==> src/rtl/hazard_stall_controller.sv <==
// Pipeline sequencing controller: arbitrates memory stalls, load-use hazards,
// branch redirects and halt drain, and keeps saturating stall/flush counters.
module hazard_stall_controller #(
  parameter int REG_W          = 3,
  parameter int CNT_W          = 16,
  parameter int LOADUSE_CYCLES = 1,
  parameter int DRAIN_CYCLES   = 3
) (
  input  logic             clk,
  input  logic             rst,
  input  logic [REG_W-1:0] id_rs,
  input  logic             id_rs_valid,
  input  logic [REG_W-1:0] id_rt,
  input  logic             id_rt_valid,
  input  logic             idex_memread,
  input  logic [REG_W-1:0] idex_rd,
  input  logic             branch_taken,
  input  logic             imem_stall,
  input  logic             dmem_stall,
  input  logic             halt_id,
  output logic             pc_en,
  output logic             if_id_en,
  output logic             if_id_flush,
  output logic             id_ex_bubble,
  output logic             ex_mem_en,
  output logic             mem_wb_en,
  output logic             halted,
  output logic [CNT_W-1:0] stall_count,
  output logic [CNT_W-1:0] flush_count
);

  typedef enum logic [1:0] {RUN = 2'd0, LU = 2'd1, DRAIN = 2'd2, HALTED = 2'd3} state_t;

  state_t     state, state_nxt;
  logic [2:0] lu_cnt, lu_cnt_nxt;
  logic [2:0] drain_cnt, drain_cnt_nxt;
  logic       stall_inc, flush_inc;
  logic       lu_haz;

  assign lu_haz = idex_memread &
                  ((id_rs_valid & (id_rs == idex_rd)) | (id_rt_valid & (id_rt == idex_rd)));

  always_comb begin
    pc_en         = 1'b1;
    if_id_en      = 1'b1;
    if_id_flush   = 1'b0;
    id_ex_bubble  = 1'b0;
    ex_mem_en     = 1'b1;
    mem_wb_en     = 1'b1;
    halted        = 1'b0;
    state_nxt     = state;
    lu_cnt_nxt    = lu_cnt;
    drain_cnt_nxt = drain_cnt;
    flush_inc     = 1'b0;
    stall_inc     = 1'b0;
    if (rst) begin
      if_id_flush   = 1'b1;
      state_nxt     = RUN;
      lu_cnt_nxt    = 3'd0;
      drain_cnt_nxt = 3'd0;
    end else begin
      case (state)
        RUN: begin
          if (dmem_stall) begin
            pc_en     = 1'b0;
            if_id_en  = 1'b0;
            ex_mem_en = 1'b0;
            mem_wb_en = 1'b0;
          end else if (lu_haz) begin
            // Operands not ready: branch and halt decisions in ID are not trusted yet.
            pc_en        = 1'b0;
            if_id_en     = 1'b0;
            id_ex_bubble = 1'b1;
            if (LOADUSE_CYCLES > 1) begin
              state_nxt  = LU;
              lu_cnt_nxt = 3'(LOADUSE_CYCLES - 1);
            end else begin
              state_nxt  = RUN;
            end
          end else if (branch_taken) begin
            if_id_flush = 1'b1;
            flush_inc   = 1'b1;
          end else if (halt_id) begin
            pc_en         = 1'b0;
            if_id_flush   = 1'b1;
            state_nxt     = DRAIN;
            drain_cnt_nxt = 3'(DRAIN_CYCLES);
          end else if (imem_stall) begin
            pc_en       = 1'b0;
            if_id_flush = 1'b1;
          end else begin
            pc_en = 1'b1;
          end
        end
        LU: begin
          if (dmem_stall) begin
            pc_en     = 1'b0;
            if_id_en  = 1'b0;
            ex_mem_en = 1'b0;
            mem_wb_en = 1'b0;
          end else begin
            pc_en        = 1'b0;
            if_id_en     = 1'b0;
            id_ex_bubble = 1'b1;
            lu_cnt_nxt   = lu_cnt - 3'd1;
            if (lu_cnt == 3'd1) begin
              state_nxt = RUN;
            end else begin
              state_nxt = LU;
            end
          end
        end
        DRAIN: begin
          pc_en       = 1'b0;
          if_id_flush = 1'b1;
          if (dmem_stall) begin
            ex_mem_en = 1'b0;
            mem_wb_en = 1'b0;
          end else begin
            drain_cnt_nxt = drain_cnt - 3'd1;
            if (drain_cnt == 3'd1) begin
              state_nxt = HALTED;
            end else begin
              state_nxt = DRAIN;
            end
          end
        end
        HALTED: begin
          halted      = 1'b1;
          pc_en       = 1'b0;
          if_id_flush = 1'b1;
        end
        default: begin
          state_nxt = RUN;
        end
      endcase
      stall_inc = ~pc_en & ((state == RUN) | (state == LU));
    end
  end

  // State, down-counters and saturating performance counters.
  always_ff @(posedge clk) begin
    if (rst) begin
      state       <= RUN;
      lu_cnt      <= 3'd0;
      drain_cnt   <= 3'd0;
      stall_count <= '0;
      flush_count <= '0;
    end else begin
      state     <= state_nxt;
      lu_cnt    <= lu_cnt_nxt;
      drain_cnt <= drain_cnt_nxt;
      if (stall_inc && (stall_count != {CNT_W{1'b1}})) begin
        stall_count <= stall_count + CNT_W'(1);
      end else begin
        stall_count <= stall_count;
      end
      if (flush_inc && (flush_count != {CNT_W{1'b1}})) begin
        flush_count <= flush_count + CNT_W'(1);
      end else begin
        flush_count <= flush_count;
      end
    end
  end

endmodule

==> config.mk <==
export PLATFORM = sky130hd
export DESIGN_NAME = hazard_stall_controller
export DESIGN_NICKNAME = d
export VERILOG_FILES = /design/src/rtl/hazard_stall_controller.sv
export SDC_FILE = /design/constraint.sdc
export NUM_CORES = 1
export LEC_CHECK = 0
export ABC_CLOCK_PERIOD_IN_PS = 5400
export CAP_MARGIN = 15
export CORE_UTILIZATION = 50
export CTS_CLUSTER_SIZE = 40
export DETAILED_ROUTE_END_ITERATION = 6
export GPL_ROUTABILITY_DRIVEN = 0
export GPL_TIMING_DRIVEN = 1
export PLACE_DENSITY = 0.87
export SLEW_MARGIN = 20
export SYNTH_ARGS = -nofsm -noshare
export SYNTH_HDL_FRONTEND = slang
export SYNTH_SLANG_ARGS = --single-unit
==> constraint.sdc <==
create_clock -name clk -period 5.4 [get_ports clk]
set_input_delay 0.54 -clock clk [delete_from_list [all_inputs] [get_ports clk]]
set_output_delay 0.54 -clock clk [all_outputs]
set_load 0.01 [all_outputs]
==> results.json, run 1 <==
{
  "cts_tree": "done",
  "setup-tns-final_ns": 0,
  "p_sw_uw": 165,
  "grt.total_usage_pct": 23.6,
  "dpl.hpwl_um": 4030,
  "numCtsBuffers": 5,
  "hp-class": "reg -> reg",
  "nets": 358,
  "period_needed_ns": 3.40,
  "worst_pin_slew_ns": 1.09,
  "setup_slack_ns": 2.00,
  "antenna_found_initial": 0,
  "vdd_ir_drop_max_v": 0.000152,
  "crit_path_start_kind": "input pin",
  "rsz0062_at_grt": "false",
  "io-pin-count": 57,
  "multiInputGateArea_um2": 1330,
  "setup_viol": 0,
  "cap_violations": 0,
  "power.internal_uw": 482,
  "area_growth_pct": 30.6,
  "viasPerCell": 5.95,
  "min_to": "lu_cnt[2]",
  "avgSynthCellArea_um2": 8.16,
  "antenna_left": 0,
  "worst-r2r-cell-count": 8,
  "ys_seq_elements": 40,
  "yosys_warnings": 0,
  "pwr-share-seq_pct": 47.5,
  "swShare_pct": 25.6,
  "wl_um": 5610,
  "seq_area_um2": 801,
  "drc_errors": 0,
  "grt_pass1_wl_um": 9310,
  "die_h_um": 69,
  "h-tree-depth": 2,
  "stdcell_count": 381,
  "crit_type": "in -> out",
  "finClkSkew_ns": 0.00417,
  "slew_headroom_pct": 26.4,
  "vias": 2266,
  "syn-cell-area_um2": 2240,
  "dp_slack_ns": 2.05,
  "core-area_um2": 4320,
  "post-route-util_pct": 67.8,
  "post_cts_buffers": 0,
  "dr.pass1.iters": 4,
  "p_clk_share_pct": 37.7,
  "rows": 24,
  "wl_per_cell_um": 14.7,
  "required_ns": 4.86,
  "min_path_cells": 2,
  "worstReg2RegStart": "state[1]",
  "arrival_ns": 2.86,
  "ctsResizeCount": 0,
  "cts.sink_count": 40,
  "gr-total-overflow": 0,
  "root_buffer": "clkbuf_8",
  "max_freq_ghz": 0.294,
  "power_density_nw_per_um2": 221,
  "drive_gt1_share_pct": 3.04,
  "slew_violations": 0,
  "n_fill_cell": 364,
  "grt_pass1_vias": 2098,
  "synth-seq-area-share_pct": 35.7,
  "end_kind": "output port",
  "p_comb_share_pct": 14.8,
  "hold_viol_final": 0,
  "p_leak_uw": 0.000970,
  "numPortBuffers": 56,
  "synth_cell_type_count": 43,
  "status": "finished, final reports clean",
  "initialDrtViolationCount": 130,
  "r2r-end": "flush_count[13]",
  "dp.cells": 373,
  "antenna_cells": 0,
  "dieArea_um2": 4760,
  "p_total_uw": 647,
  "finalCritPeriodShare_pct": 63.0,
  "synth_cells": 275,
  "cts.path.max_buffers": 2,
  "start_util_pct": 51.9,
  "worstSkewPairLatency_ns": 0.29,
  "synth_nets": 305,
  "crit_fanout": 19,
  "grt_max_degree": 40,
  "clk_pin_slew_ns": 0.08,
  "die_width_um": 69,
  "hold_buffers": 0,
  "hold_start": "lu_cnt[2]",
  "reg2reg_slack_ns": 2.91
}
## worst max-delay path by stage
stage / from / endpoint / slack [ns] / cells past startpoint
6_report: idex_rd[2] / pc_en / 2.00 / 7
5_1_grt: idex_rd[2] / pc_en / 1.92 / 7
2_1_floorplan: idex_rd[0] / pc_en / 3.27 / 6
4_1_cts: idex_rd[2] / pc_en / 2.02 / 7
3_5_place_dp: idex_rd[2] / pc_en / 2.05 / 7
3_3_place_gp: idex_rd[0] / pc_en / 2.10 / 7
## synth_stat cells
cell type	instances	area, µm²
buf_6	1	11.3
a211o_1	1	8.76
a32o_1	1	10.0
nand2_1	21	78.8
nand3_1	17	85.1
a311o_1	1	10.0
a211oi_1	2	15.0
dfxtp_1	40	801
clkbuf_1	8	30.0
nor4_1	1	6.26
a21bo_1	1	10.0
nor2_1	29	109
ha_1	12	150
or3_1	10	62.6
o311a_1	2	20.0
nand4_1	14	87.6
a21oi_1	14	70.1
o31ai_1	5	37.5
and2_1	1	6.26
o21ai_0	13	65.1
a2111o_1	1	11.3
nand4b_1	2	17.5
mux2i_1	3	30.0
or2_2	2	12.5
a21boi_0	2	15.0
and4_1	2	17.5
or4_1	2	15.0
nor3_1	6	30.0
nor2b_1	5	31.3
a32oi_1	1	8.76
o311ai_0	4	35.0
xor2_1	10	87.6
buf_2	1	5.00
nor3b_1	1	7.51
and3_1	3	18.8
nand2b_1	1	6.26
xnor2_1	10	87.6
o211ai_1	3	22.5
inv_1	16	60.1
buf_4	1	7.51
a311oi_1	1	8.76
o41ai_1	3	26.3
or3b_1	1	8.76
## power groups by stage
| stage | Combinational, µW | Clock [µW] | Sequential [µW] |
|---|---|---|---|
| floorplan | 56.0 | 0 | 314 |
| global placement | 91.5 | 0 | 314 |
| detailed placement | 94.3 | 0 | 314 |
| CTS | 94.8 | 247 | 307 |
| global route | 105 | 260 | 308 |
| finish | 95.6 | 244 | 308 |
## placed cells by master (no fill, tap or decap), types with 4 or more instances in the layout
cell             count
inv_1               16
clkbuf_8             5
nand3_1             17
or3_1               10
nor2b_1              5
nor2_1              29
ha_1                12
nor3_1               6
clkdlybuf4s50_1     56
xnor2_1             10
nand2_1             21
dfxtp_1             40
nand4_1             14
xor2_1              10
o311ai_0             4
o21ai_0             13
o31ai_1              5
a21oi_1             14
## critical path: stages
cell and delay (ns):
clkdlybuf4s50_1 0.51, xnor2_1 0.14, nand4_1 0.18, a21bo_1 0.45
and2_1 0.28, or2_2 0.28, clkdlybuf4s50_1 0.48
## logic make-up after synthesis
family	after synthesis	synth area share, %
xor+xnor	20	7.80
mux	3	1.34
flops	40	35.7
compound gates	55	16.7
simple gates	118	26.8
fa+ha+maj	12	6.69
buf+inv	27	5.07
## cell type report
cell class | instances | area share (%)
clock buffers | 6 | 2.48
clock inverters | 2 | 1.20
inverters | 16 | 2.05
multi-input cells | 208 | 45.4
flip-flops and latches | 40 | 27.3
well taps | 52 | 2.22
repair buffers | 57 | 19.4
## per-layer routing
metal | part of all wire, % | track usage [%] | wire (µm) | vias to the layer above
met4 | 1.9 | 8.84 | 106 | 0
met1 | 44 | 28.3 | 2460 | 1100
met3 | 3.8 | 5.26 | 213 | 12
li1 | - | - | - | 1099
met5 | 0 | 0 | 0 | -
met2 | 50 | 41.1 | 2830 | 55
## registers in the layout, summed over array words and instances (netlist names)
name / flops
state: 2
lu_cnt: 3
flush_count: 16
stall_count: 16
drain_cnt: 3
## stage by stage
stage	hold WS [ns]	cell area, µm²
after floorplan	0.469	2240
after global placement	0.482	2820
after detailed placement	0.489	2820
after CTS	0.510	2930
after global routing	0.542	2930
final	0.513	2930
Note: power is estimated with default switching activity, not from simulation.
==> inputs of run 2 (changes only) <==
ABC_CLOCK_PERIOD_IN_PS = 3250   (was 5400)
CORE_UTILIZATION = 49   (was 50)
PLACE_DENSITY = 0.86   (was 0.87)
clock period = 3.25 ns   (was 5.4 ns; I/O delays follow)
==> run 2 against run 1 <==
Power increased by 68%. Clock power is 70% higher. Highest routed layer unchanged. Critical path type unchanged. Sequential power increased by 66%. Clock-buffer cell count is 1 lower. Largest power group unchanged. Critical endpoint unchanged. Non-clock buffer count is 3 higher.
==> results.json, run 2 (synthesis gave the netlist of run 1 again) <==
{
  "swShare_pct": 25.7,
  "worst_pin_slew_ns": 0.489,
  "dr.pass1.iters": 4,
  "cts.sink_count": 40,
  "die_h_um": 69.7,
  "h-tree-depth": 2,
  "area_growth_pct": 31.9,
  "crit_path_start": "idex_rd[1]",
  "die_width_um": 69.7,
  "grt_pass1_wl_um": 9070,
  "antenna_left": 0,
  "antenna_cells": 0,
  "gr-total-overflow": 0,
  "pwr-share-seq_pct": 47.0,
  "drc_errors": 0,
  "antenna_found_initial": 0,
  "hold_viol_final": 0,
  "numCtsBuffers": 5,
  "setup_viol": 0,
  "final_common_cell": "clkdlybuf4s50_1",
  "crit_path_start_kind": "input pin",
  "vdd_ir_drop_max_v": 0.000342,
  "cap_violations": 0,
  "n_fill_cell": 374,
  "slew_violations": 0,
  "io-pin-count": 57,
  "dpl.hpwl_um": 3880,
  "final_cell_mix": "clkdlybuf4s50_1 (56), dfxtp_1 (40), nor2_1 (29)",
  "drive_gt1_share_pct": 4.22,
  "p_leak_uw": 0.000984,
  "dieArea_um2": 4860,
  "arrival_ns": 2.38,
  "core-area_um2": 4380,
  "crit_fanout": 7,
  "p_comb_share_pct": 15.0,
  "hp-class": "reg -> reg",
  "wl_um": 5260,
  "slew_headroom_pct": 67.4,
  "root_buffer": "clkbuf_8",
  "largest_registers": "flush_count x16, stall_count x16",
  "cts_tree": "done",
  "rows": 24,
  "power_density_nw_per_um2": 367,
  "hold_buffers": 0,
  "max_freq_ghz": 0.370,
  "dp_slack_ns": 0.554,
  "required_ns": 2.92,
  "end_kind": "output port",
  "post_cts_buffers": 0,
  "worstReg2RegStart": "stall_count[0]",
  "finalCritPeriodShare_pct": 83.2,
  "cts.path.max_buffers": 2,
  "viasPerCell": 5.75,
  "clk_pin_slew_ns": 0.08,
  "setup_slack_ns": 0.545,
  "p_clk_share_pct": 38.0,
  "grt_max_degree": 39,
  "setup-tns-final_ns": 0,
  "finClkSkew_ns": 0.0115,
  "p_sw_uw": 279,
  "nets": 361,
  "numPortBuffers": 56,
  "status": "finished, final reports clean",
  "vias": 2207,
  "power.internal_uw": 808,
  "wl_per_cell_um": 13.7,
  "worstSkewPairLatency_ns": 0.29,
  "grt.total_usage_pct": 22.5,
  "period_needed_ns": 2.71,
  "grt_pass1_vias": 2008,
  "rsz0062_at_grt": "false",
  "start_util_pct": 51.2,
  "hold_start": "drain_cnt[2]",
  "initialDrtViolationCount": 131,
  "crit_type": "in -> out",
  "ctsResizeCount": 0
}
==> run 2: path summary, 6_finish.rpt <==
check,end,slack [ns],cells after the start
worst max register to register,stall_count[5],0.98,7
worst max-delay path,pc_en,0.54,7
worst min register to register,drain_cnt[2],0.50,1
worst min-delay path,drain_cnt[2],0.50,1
==> run 2: worst max-delay path, cell delays in order <==
cell and delay (ns):
clkdlybuf4s50_1 0.52, xnor2_1 0.13, nand4_1 0.15, a21bo_1 0.30
and2_1 0.20, or2_2 0.27, clkdlybuf4s50_1 0.47
==> run 2: stage by stage <==
| stage | total power [µW] | instance area (µm²) | hold WS, ns | std cells | util (%) |
|---|---|---|---|---|---|
| after CTS | 1090 | 2960 | 0.506 | 384 | 67.6 |
| final | 1090 | 2960 | 0.503 | 384 | 67.6 |
| after floorplan | 615 | 2240 | 0.469 | 275 | - |
| after global placement | 678 | 2850 | 0.481 | 376 | 64.9 |
| after detailed placement | 683 | 2850 | 0.495 | 376 | 64.9 |
| after global routing | 1130 | 2960 | 0.532 | 384 | 67.6 |
==> run 2: power groups by stage <==
stage	registers [µW]	clock network (µW)	logic, µW
2_1_floorplan	522	0	93.0
3_3_place_gp	522	0	156
3_5_place_dp	522	0	161
4_1_cts	510	420	162
5_1_grt	512	444	178
6_report	511	414	163
==> run 2: layer usage <==
metal / wire [µm] / track usage, % / vias up
li1: - / - / 1098
met1: 2390 / 29.0 / 1027
met2: 2520 / 38.5 / 78
met3: 329 / 5.09 / 4
met4: 24 / 4.89 / 0
met5: 0 / 0 / -
==> run 2: cell type report <==
type	instances	area (µm²)	share of cell area (%)
multi-input combinational	208	1330	44.9
sequential	40	801	27.0
timing repair buffer	60	591	19.9
clock buffer	5	68.8	2.32
tap	52	65.1	2.20
inverter	16	60.1	2.03
clock inverter	3	46.3	1.56
==> inputs of run 3 (changes only) <==
ABC_CLOCK_PERIOD_IN_PS = 2820   (was 3250)
clock period = 2.82 ns   (was 3.25 ns; I/O delays follow)
==> run 3 against run 2 <==
Routed wire length is 3.4% higher. Sequential share of layout area is 0.092 points higher. Clock-buffer cell count is 1 higher. Final cell count is 0.26% higher. Via count is 1.1% higher. Die area stayed put. Critical endpoint unchanged.
==> results.json, run 3 (synthesis gave the netlist of run 1 again) <==
{
  "dieArea_um2": 4860,
  "numPortBuffers": 56,
  "largest_registers": "flush_count x16, stall_count x16",
  "antenna_left": 0,
  "hold_viol_final": 0,
  "worst_pin_slew_ns": 0.469,
  "required_ns": 2.54,
  "antenna_found_initial": 0,
  "hp-class": "reg -> reg",
  "cap_violations": 0,
  "hold_start": "drain_cnt[2]",
  "grt_pass1_wl_um": 9280,
  "dr.max_layer_used": "met4",
  "cts.sink_count": 40,
  "arrival_ns": 2.37,
  "grt_pass1_vias": 2065,
  "final_common_cell": "clkdlybuf4s50_1",
  "area_growth_pct": 31.5,
  "final_cell_mix": "clkdlybuf4s50_1 (56), dfxtp_1 (40), nor2_1 (29)",
  "rows": 24,
  "rsz0062_at_grt": "false",
  "end_kind": "output port",
  "crit_type": "in -> out",
  "dr.pass1.iters": 4,
  "antenna_cells": 0,
  "clk_pin_slew_ns": 0.08,
  "drive_gt1_share_pct": 4.50,
  "period_needed_ns": 2.65,
  "viasPerCell": 5.79,
  "finClkSkew_ns": 0.00851,
  "start_util_pct": 51.2,
  "h-tree-depth": 2,
  "numCtsBuffers": 5,
  "crit_path_start": "idex_rd[0]",
  "p_sw_uw": 324,
  "dpl.hpwl_um": 3910,
  "dr_wl_met2_um": 2580,
  "wl_met1_um": 2550,
  "finalCritPeriodShare_pct": 94.0,
  "path_cells": "clkdlybuf4s50_1 > xnor2_1 > nand4_1 > a21bo_1 > and2_1 > or2_2 > clkdlybuf4s50_1",
  "status": "finished, final reports clean",
  "max_freq_ghz": 0.377,
  "p_leak_uw": 0.000978,
  "timing.critical_path.mode_cell": "clkdlybuf4s50_1",
  "wl_um": 5440,
  "core-area_um2": 4380,
  "cts_tree": "done",
  "crit_fanout": 7,
  "power_density_nw_per_um2": 402,
  "drc_errors": 0,
  "p_comb_share_pct": 16.0,
  "hold_buffers": 0,
  "root_buffer": "clkbuf_8",
  "grt.total_usage_pct": 23.2,
  "wl_met3_um": 261,
  "worstSkewPairLatency_ns": 0.30,
  "wl_per_cell_um": 14.1,
  "cts.path.max_buffers": 2,
  "p_total_uw": 1190,
  "cpPeakStageDelay_ns": 0.51,
  "p_clk_share_pct": 34.4,
  "slew_headroom_pct": 68.7,
  "worstReg2RegStart": "stall_count[0]",
  "setup-tns-final_ns": 0,
  "power.internal_uw": 863,
  "io-pin-count": 57,
  "die_h_um": 69.7,
  "die_width_um": 69.7,
  "worst_path_max_delay_cell": "clkdlybuf4s50_1",
  "pwr-share-seq_pct": 49.5,
  "gr-total-overflow": 0,
  "slew_violations": 0,
  "nets": 362,
  "setup_viol": 0,
  "post_cts_buffers": 0,
  "ctsResizeCount": 0,
  "initialDrtViolationCount": 170,
  "grt_max_degree": 39,
  "crit_path_start_kind": "input pin",
  "vias": 2231,
  "swShare_pct": 27.3,
  "vdd_ir_drop_max_v": 0.000291
}
## run 3: path summary, 6_finish.rpt
| kind | endpoint | slack (ns) | cells after the start |
|---|---|---|---|
| max | pc_en | 0.17 | 7 |
| min | drain_cnt[2] | 0.51 | 1 |
| max reg2reg | stall_count[14] | 0.51 | 7 |
| min reg2reg | drain_cnt[2] | 0.51 | 1 |
## run 3: through the flow
step           setup WS [ns]  hold WS, ns  std cells  utilization, %  instance area, µm²
6_report               0.169        0.506        385            67.3                2950
5_1_grt               0.0459        0.533        385            67.3                2950
4_1_cts                0.181        0.510        385            67.3                2950
3_5_place_dp           0.183        0.491        377            65.1                2850
3_3_place_gp           0.237        0.481        377            65.1                2850
2_1_floorplan          0.849        0.457        275               -                2240
## run 3: critical path: cells and delay by family
kind	cells	cell delay, ns
and+or+nand+nor	3	0.65
buffers and inverters	2	0.99
xor gates and xnor gates	1	0.14
AOI/OAI and AO/OA	1	0.31
## run 3: power by group through the flow
stage | clock [µW] | sequential (µW) | combinational (µW)
2_1_floorplan | 0 | 601 | 107
3_3_place_gp | 0 | 601 | 182
3_5_place_dp | 0 | 602 | 186
4_1_cts | 420 | 588 | 188
5_1_grt | 442 | 590 | 206
6_report | 409 | 588 | 190
## run 3: routing by layer
layer | vias to the layer above | track usage (%)
li1 | 1103 | -
met1 | 1062 | 29.9
met2 | 57 | 39.5
met3 | 9 | 5.38
met4 | 0 | 5.33
met5 | - | 0
## run 3: cell type report
cell class,instances,area (µm²)
fill,360,1430
multi-input combinational,208,1330
sequential,40,801
timing repair buffer,61,598
clock buffer,6,82.6
tap,52,65.1
inverter,16,60.1
clock inverter,2,15.0
